$ cat src/rtl/ex_mem_reg_pkg.sv
// Shared defines for the EX/MEM pipeline register: bus widths, stall and
// enable constants, the NOP aluop code and the EX->MEM payload struct.
package ex_mem_reg_pkg;

  localparam int unsigned RegBus       = 32;
  localparam int unsigned RegAddrBus   = 5;
  localparam int unsigned AluOpBus     = 8;
  localparam int unsigned DoubleRegBus = 64;
  localparam int unsigned StallBus     = 6;
  localparam int unsigned CntBus       = 2;

  // Stall vector bit positions
  localparam int unsigned StallEx  = 3;
  localparam int unsigned StallMem = 4;

  localparam logic Stop        = 1'b1;
  localparam logic NoStop      = 1'b0;
  localparam logic RstEnable   = 1'b1;
  localparam logic WriteEnable = 1'b1;

  localparam logic [AluOpBus-1:0] AluOpNop = 8'h00;

  // Everything handed from EX to MEM
  typedef struct packed {
    logic [RegAddrBus-1:0] wd;
    logic                  wreg;
    logic [RegBus-1:0]     wdata;
    logic [RegBus-1:0]     hi;
    logic [RegBus-1:0]     lo;
    logic                  whilo;
    logic [AluOpBus-1:0]   aluop;
    logic [RegBus-1:0]     mem_addr;
    logic [RegBus-1:0]     reg2;
  } mem_payload_t;

  // Bubble / reset payload: no register write, no HI/LO write, NOP op
  function automatic mem_payload_t nop_payload();
    mem_payload_t p;
    p       = '0;
    p.wreg  = ~WriteEnable;
    p.whilo = ~WriteEnable;
    p.aluop = AluOpNop;
    return p;
  endfunction

  // Accumulate step count only ever holds 0 or 1; 2 and 3 collapse to 0
  function automatic logic [CntBus-1:0] clamp_cnt(input logic [CntBus-1:0] c);
    return (c == CntBus'(1)) ? CntBus'(1) : CntBus'(0);
  endfunction

endpackage

$ cat src/rtl/ex_mem_reg.sv
// EX/MEM pipeline register.
// Latches the EX stage results for the MEM stage with one cycle of latency.
// Priority: rst > flush > bubble (EX stopped, MEM running) > advance > hold.
// Optional accumulate feedback path (hilo_o/cnt_o) enabled by macro HILO_ACC_EN;
// without it hilo_o/cnt_o are constant 0 and hilo_i/cnt_i are ignored.
// Ports:
//   clk, rst            clock, synchronous active-high reset
//   stall[5:0], flush   pipeline control
//   ex_*                EX stage results (dest reg, HI/LO, load/store info)
//   hilo_i, cnt_i       accumulate partial product / step count from EX
//   mem_*               registered copies for MEM
//   hilo_o, cnt_o       held partial product / step count back to EX
module ex_mem_reg
  import ex_mem_reg_pkg::*;
(
  input  logic                    clk,
  input  logic                    rst,
  input  logic [StallBus-1:0]     stall,
  input  logic                    flush,
  input  logic [RegAddrBus-1:0]   ex_wd,
  input  logic                    ex_wreg,
  input  logic [RegBus-1:0]       ex_wdata,
  input  logic [RegBus-1:0]       ex_hi,
  input  logic [RegBus-1:0]       ex_lo,
  input  logic                    ex_whilo,
  input  logic [AluOpBus-1:0]     ex_aluop,
  input  logic [RegBus-1:0]       ex_mem_addr,
  input  logic [RegBus-1:0]       ex_reg2,
  input  logic [DoubleRegBus-1:0] hilo_i,
  input  logic [CntBus-1:0]       cnt_i,
  output logic [RegAddrBus-1:0]   mem_wd,
  output logic                    mem_wreg,
  output logic [RegBus-1:0]       mem_wdata,
  output logic [RegBus-1:0]       mem_hi,
  output logic [RegBus-1:0]       mem_lo,
  output logic                    mem_whilo,
  output logic [AluOpBus-1:0]     mem_aluop,
  output logic [RegBus-1:0]       mem_mem_addr,
  output logic [RegBus-1:0]       mem_reg2,
  output logic [DoubleRegBus-1:0] hilo_o,
  output logic [CntBus-1:0]       cnt_o
);

  mem_payload_t ex_pay;
  mem_payload_t pay_d, pay_q;
  logic         bubble;
  logic         advance;
  logic         unused_stall;

  assign ex_pay = '{wd: ex_wd, wreg: ex_wreg, wdata: ex_wdata, hi: ex_hi,
                    lo: ex_lo, whilo: ex_whilo, aluop: ex_aluop,
                    mem_addr: ex_mem_addr, reg2: ex_reg2};

  // EX stopped while MEM keeps going inserts a bubble; EX running always
  // advances, so the contradictory EX-running/MEM-stopped code advances too.
  assign bubble  = (stall[StallEx] == Stop) && (stall[StallMem] == NoStop);
  assign advance = (stall[StallEx] == NoStop);

  assign unused_stall = ^{stall[StallBus-1:StallMem+1], stall[StallEx-1:0]};

  // Payload next state
  always_comb begin
    pay_d = pay_q;
    if (flush) begin
      pay_d = nop_payload();
    end else if (bubble) begin
      pay_d = nop_payload();
    end else if (advance) begin
      pay_d = ex_pay;
    end
  end

  // Payload register
  always_ff @(posedge clk) begin
    if (rst == RstEnable) begin
      pay_q <= nop_payload();
    end else begin
      pay_q <= pay_d;
    end
  end

  assign mem_wd       = pay_q.wd;
  assign mem_wreg     = pay_q.wreg;
  assign mem_wdata    = pay_q.wdata;
  assign mem_hi       = pay_q.hi;
  assign mem_lo       = pay_q.lo;
  assign mem_whilo    = pay_q.whilo;
  assign mem_aluop    = pay_q.aluop;
  assign mem_mem_addr = pay_q.mem_addr;
  assign mem_reg2     = pay_q.reg2;

`ifdef HILO_ACC_EN
  logic [DoubleRegBus-1:0] hilo_d, hilo_q;
  logic [CntBus-1:0]       cnt_d, cnt_q;

  // Accumulate state: captured on a bubble, cleared on advance or flush
  always_comb begin
    hilo_d = hilo_q;
    cnt_d  = cnt_q;
    if (flush) begin
      hilo_d = '0;
      cnt_d  = '0;
    end else if (bubble) begin
      hilo_d = hilo_i;
      cnt_d  = clamp_cnt(cnt_i);
    end else if (advance) begin
      hilo_d = '0;
      cnt_d  = '0;
    end
  end

  always_ff @(posedge clk) begin
    if (rst == RstEnable) begin
      hilo_q <= '0;
      cnt_q  <= '0;
    end else begin
      hilo_q <= hilo_d;
      cnt_q  <= cnt_d;
    end
  end

  assign hilo_o = hilo_q;
  assign cnt_o  = cnt_q;
`else
  logic unused_acc;

  assign unused_acc = ^{hilo_i, cnt_i};
  assign hilo_o     = '0;
  assign cnt_o      = '0;
`endif

endmodule

$ cat config.mk
export PLATFORM = sky130hd
export DESIGN_NAME = ex_mem_reg
export DESIGN_NICKNAME = d
export VERILOG_FILES = /design/src/rtl/ex_mem_reg_pkg.sv /design/src/rtl/ex_mem_reg.sv
export SDC_FILE = /design/constraint.sdc
export NUM_CORES = 1
export LEC_CHECK = 0
export ABC_CLOCK_PERIOD_IN_PS = 1300
export BUFFER_PORTS_ARGS = -buffer_cell sky130_fd_sc_hd__buf_2
export CORE_AREA = 2 2 191 193
export DETAILED_ROUTE_END_ITERATION = 8
export DIE_AREA = 0 0 193 195
export RECOVER_POWER = 50
export SLEW_MARGIN = 25
export SYNTH_ARGS = -nofsm -noshare
export SYNTH_HDL_FRONTEND = slang
export SYNTH_SLANG_ARGS = --single-unit
$ cat constraint.sdc
create_clock -name clk -period 1.3 [get_ports clk]
set_clock_uncertainty 0.1 [all_clocks]
set_input_delay 0.26 -clock clk [delete_from_list [all_inputs] [get_ports clk]]
set_output_delay 0.26 -clock clk [all_outputs]
set_load 0.01 [all_outputs]
==> Word-level counts from Yosys, hierarchy flattened <==
Index checks and enable logic that the tools add are counted.
{ "totals": {"register_bits": 175, "input_bits": 250} }
{ "classes": {"bitwise": 1, "n_reduce_logical": 2} }
{ "ops": {"columns": ["cell", "n"], "rows": [
  ["OR reduction 3 bit", 1],
  ["logical AND 1 bit", 1],
  ["inverter 1 bit", 1]
]} }

==> Depth between registers and ports, before layout <==
{ "depth": {"ltp_word": 3, "ltp_mapped": 6, "ltp_nobuf": 2} }

==> Worst setup path after synthesis <==
OpenSTA, ideal clock, no wires.
{ "synth_path": {"kind": "input to register", "start": "in flush", "end": "reg pay_q (netlist bit mem_hi[12])", "arrival_time_ns": 0.985, "setup_slack_ns": 0.146, "path_stages": 5, "path_buffers": 3, "path_cell_list": "or2_1 > clkbuf_1 > buf_6 > buf_2 > a21oi_1"} }
{ "synth_between": {"elab_chain_cells": 1} }
{ "synth_lines": {"columns": ["element", "line", "rtl"], "rows": [
  ["from (decl)", "ex_mem_reg.sv:19", "input logic flush,"],
  ["OR reduction 3 bit (no line)", null, null],
  ["to (signal assigned)", "ex_mem_reg.sv:76", "pay_q <= nop_payload();"],
  ["to (signal assigned)", "ex_mem_reg.sv:78", "pay_q <= pay_d;"],
  ["to (decl)", "ex_mem_reg.sv:45", "mem_payload_t pay_d, pay_q;"]
]} }
No other way between the ends.
A chain may end at the register's enable or synchronous reset.

==> Final worst setup path <==
{ "layout_path": {"start": "reg pay_q (netlist bit mem_hi[7])", "end": "out mem_hi[7]"} }
{ "layout_lines": {"columns": ["element", "line", "rtl"], "rows": [
  ["to (decl)", "ex_mem_reg.sv:34", "output logic [RegBus-1:0] mem_hi,"]
]} }
No word-level cell between the ends.

==> metrics.txt <==
Max Freq 792 MHz; WP data required 940 ps; post-synthesis register bit count ~180; hold path start ex_wd[4]; library cells used by synthesis 11; cts bufs inserted 17; average instance area after synthesis 8.59 sq um; Critical Path Fanout Max 2; Top delay family on crit path flip-flops; commonest non-fill, non-tap cells in the layout 267 x buf_2, 175 x nand2b_1, 175 x nand3_1, 175 x a21oi_1, 169 x dlygate4sd3_1; Syn-to-layout area delta 68.9%; CP max-delay cell dfxtp_2; PD cells 1050 mW/mm^2; vias in the first global route 7,071; routability cong. 0.780; CP cell instances buf_6; IO Count 491; Setup TNS 0 ps; area taken by flip-flops and latches 0.00371 sq mm; H-Tree Depth 4; clock slew at reported path FFs about 70 ps; pin count of the biggest net entering global routing 100; clock buffer depth 2; clock root cell clkbuf_16; die height between 150 and 200 um; r2r startpoint mem_hi[25]$_SDFFE_PP0N_; antenna-violating nets left 0; Pleak between 5 and 6 nW; initial antenna violation count 0; First-pass DRT Iterations 5; slew of the pin with the lowest slew margin 517 ps; GRT Total Usage 0.121; Mapped Cells between 800 and 900; Multi-input gate area 0.00310 sq mm; grt total ovfl 0; CP max stage delay 360 ps; Via Count between 7,000 and 8,000; clk_lat worst skew 430 ps; Iteration-0 DRC Markers 270; Post-DP HPWL ~15 mm; total length of routed wires 24.5 mm; first-pass GRT wire length 35.9 mm; Critical Path AT 900 ps; Area after DPL 0.00924 sq mm; worst hold path depth 3; r2r setup slk 470 ps; RSZ-0062 raised after global routing yes; share of cells above drive strength 1 0.426; Worst R2R End mem_hi[25]$_SDFFE_PP0N_; I/O Buffers between 300 and 400; Hold Fails Final Rpt 0; commonest non-fill, non-tap cell in the layout buf_2; CP Class flip-flop to output port; post-synthesis cell area 0.00727 sq mm; Fill cells 3,548; pre-CTS setup slack -55.8 ps; max cap viols 0; sequential-to-total area share from yosys stat 0.482; synth warn 0; drt drc 0; CTS Sinks roughly 180; number of cell rows a little under 70; Starting Density 0.205; fin area between 0.01 and 0.015 sq mm; antenna cells 0; chip width 193 um; Worst setup EP type output port; Worst Hold Class primary input to flip-flop; status complete, no violations; Hold Path Sink mem_wd[4]$_SDFFE_PP0N_; Final WS setup ~37 ps; Max-Slew Margin vs Limit 0.656; Max VDD drop 0.869 mV; CTS tree yes; Post-layout nets 1,585; crit share post-route 0.971; final setup vio count 0; FF-to-FF path depth 2; core outline area approximately 0.035 sq mm; Period minus WS final around 1300 ps; drt wl/cell 13.5 um; Worst setup SP type flip-flop; post-DR vias/cell roughly 4.1; max-slew violation count 0; CP bufs+invs 1; die area 0.0376 sq mm
-- per-layer routing --
metal  share of wire  track usage  wire, um  up-vias
li1                -            -         -     3688
met2            0.50        0.215     12400      296
met4           0.029       0.0505       711        0
met1            0.39        0.129      9550     3474
met5               0            0         0        -
met3           0.076       0.0413      1860       46
-- where the power goes --
part	total (mW)	leakage, nW	internal, mW	switching (mW)
logic	1.85	3.44	0.984	0.871
clock network	5.45	0.302	3.12	2.34
registers	5.64	1.50	5.54	0.0952
total	12.9	5.25	9.64	3.30
-- per-stage QoR --
step	hold slack [ps]	utilization	cells	total power [mW]
floorplan	306	-	911	6.61
global placement	352	0.261	1603	7.05
global route	10.6	0.347	1809	13.5
finish	20.9	0.347	1809	12.9
detailed placement	362	0.261	1603	7.07
CTS	12.0	0.333	1804	13.1
-- synth_stat cells --
| library cell | n | area, sq um |
|---|---|---|
| a21oi_1 | 175 | 876 |
| dfxtp_1 | 175 | 3500 |
| nand2b_1 | 175 | 1090 |
| nand3_1 | 175 | 876 |
| buf_4 | 77 | 578 |
| buf_2 | 41 | 205 |
| clkbuf_1 | 21 | 78.8 |
| buf_6 | 4 | 45.0 |
| buf_1 | 1 | 3.75 |
| conb_1 | 1 | 3.75 |
| or2_1 | 1 | 6.26 |
-- kinds of logic (layout without fill, tap and decap cells) --
family                 Yosys count  in the layout  share of synthesized area
DFF                            175            175                      0.482
and+or+nand+nor                351            351                      0.272
other                            1             66                   0.000516
AOI/OAI and AO/OA              175            175                      0.120
buffers and inverters          144            581                      0.125
-- timing repair --
item,in CTS,in global routing
resized for setup,99,163
endpoints found under the hold margin,169,0
hold buffers,169,0
pin swaps,0,0
setup endpoints to repair,80,143
buffers inserted,0,5
-- sequential cells by signal (all words and copies together), names as in the netlist --
register / cells
mem_aluop: 8
mem_hi: 32
mem_lo: 32
mem_mem_addr: 32
mem_reg2: 32
mem_wd: 5
mem_wdata: 32
mem_whilo: 1
mem_wreg: 1
-- area by class of cell --
class                           instances  area share
Clock inverter                         14      0.0145
Clock buffer                           18      0.0358
Timing Repair Buffer                  549       0.348
Sequential cell                       175       0.302
Tap cell                              461      0.0470
Multi-Input combinational cell        592       0.253
-- worst max path at each step --
stage | end | slack, ps | depth (start not counted) | from
2_1_floorplan | mem_hi[12]$_SDFFE_PP0N_ | 150 | 5 | flush
3_3_place_gp | mem_mem_addr[7]$_SDFFE_PP0N_ | -50 | 4 | stall[3]
3_5_place_dp | mem_mem_addr[7]$_SDFFE_PP0N_ | -60 | 4 | stall[3]
4_1_cts | mem_hi[7] | -8 | 1 | mem_hi[7]$_SDFFE_PP0N_
5_1_grt | mem_hi[3] | -20 | 1 | mem_hi[3]$_SDFFE_PP0N_
6_report | mem_hi[7] | 40 | 1 | mem_hi[7]$_SDFFE_PP0N_
(Power assumes the default switching activity.)
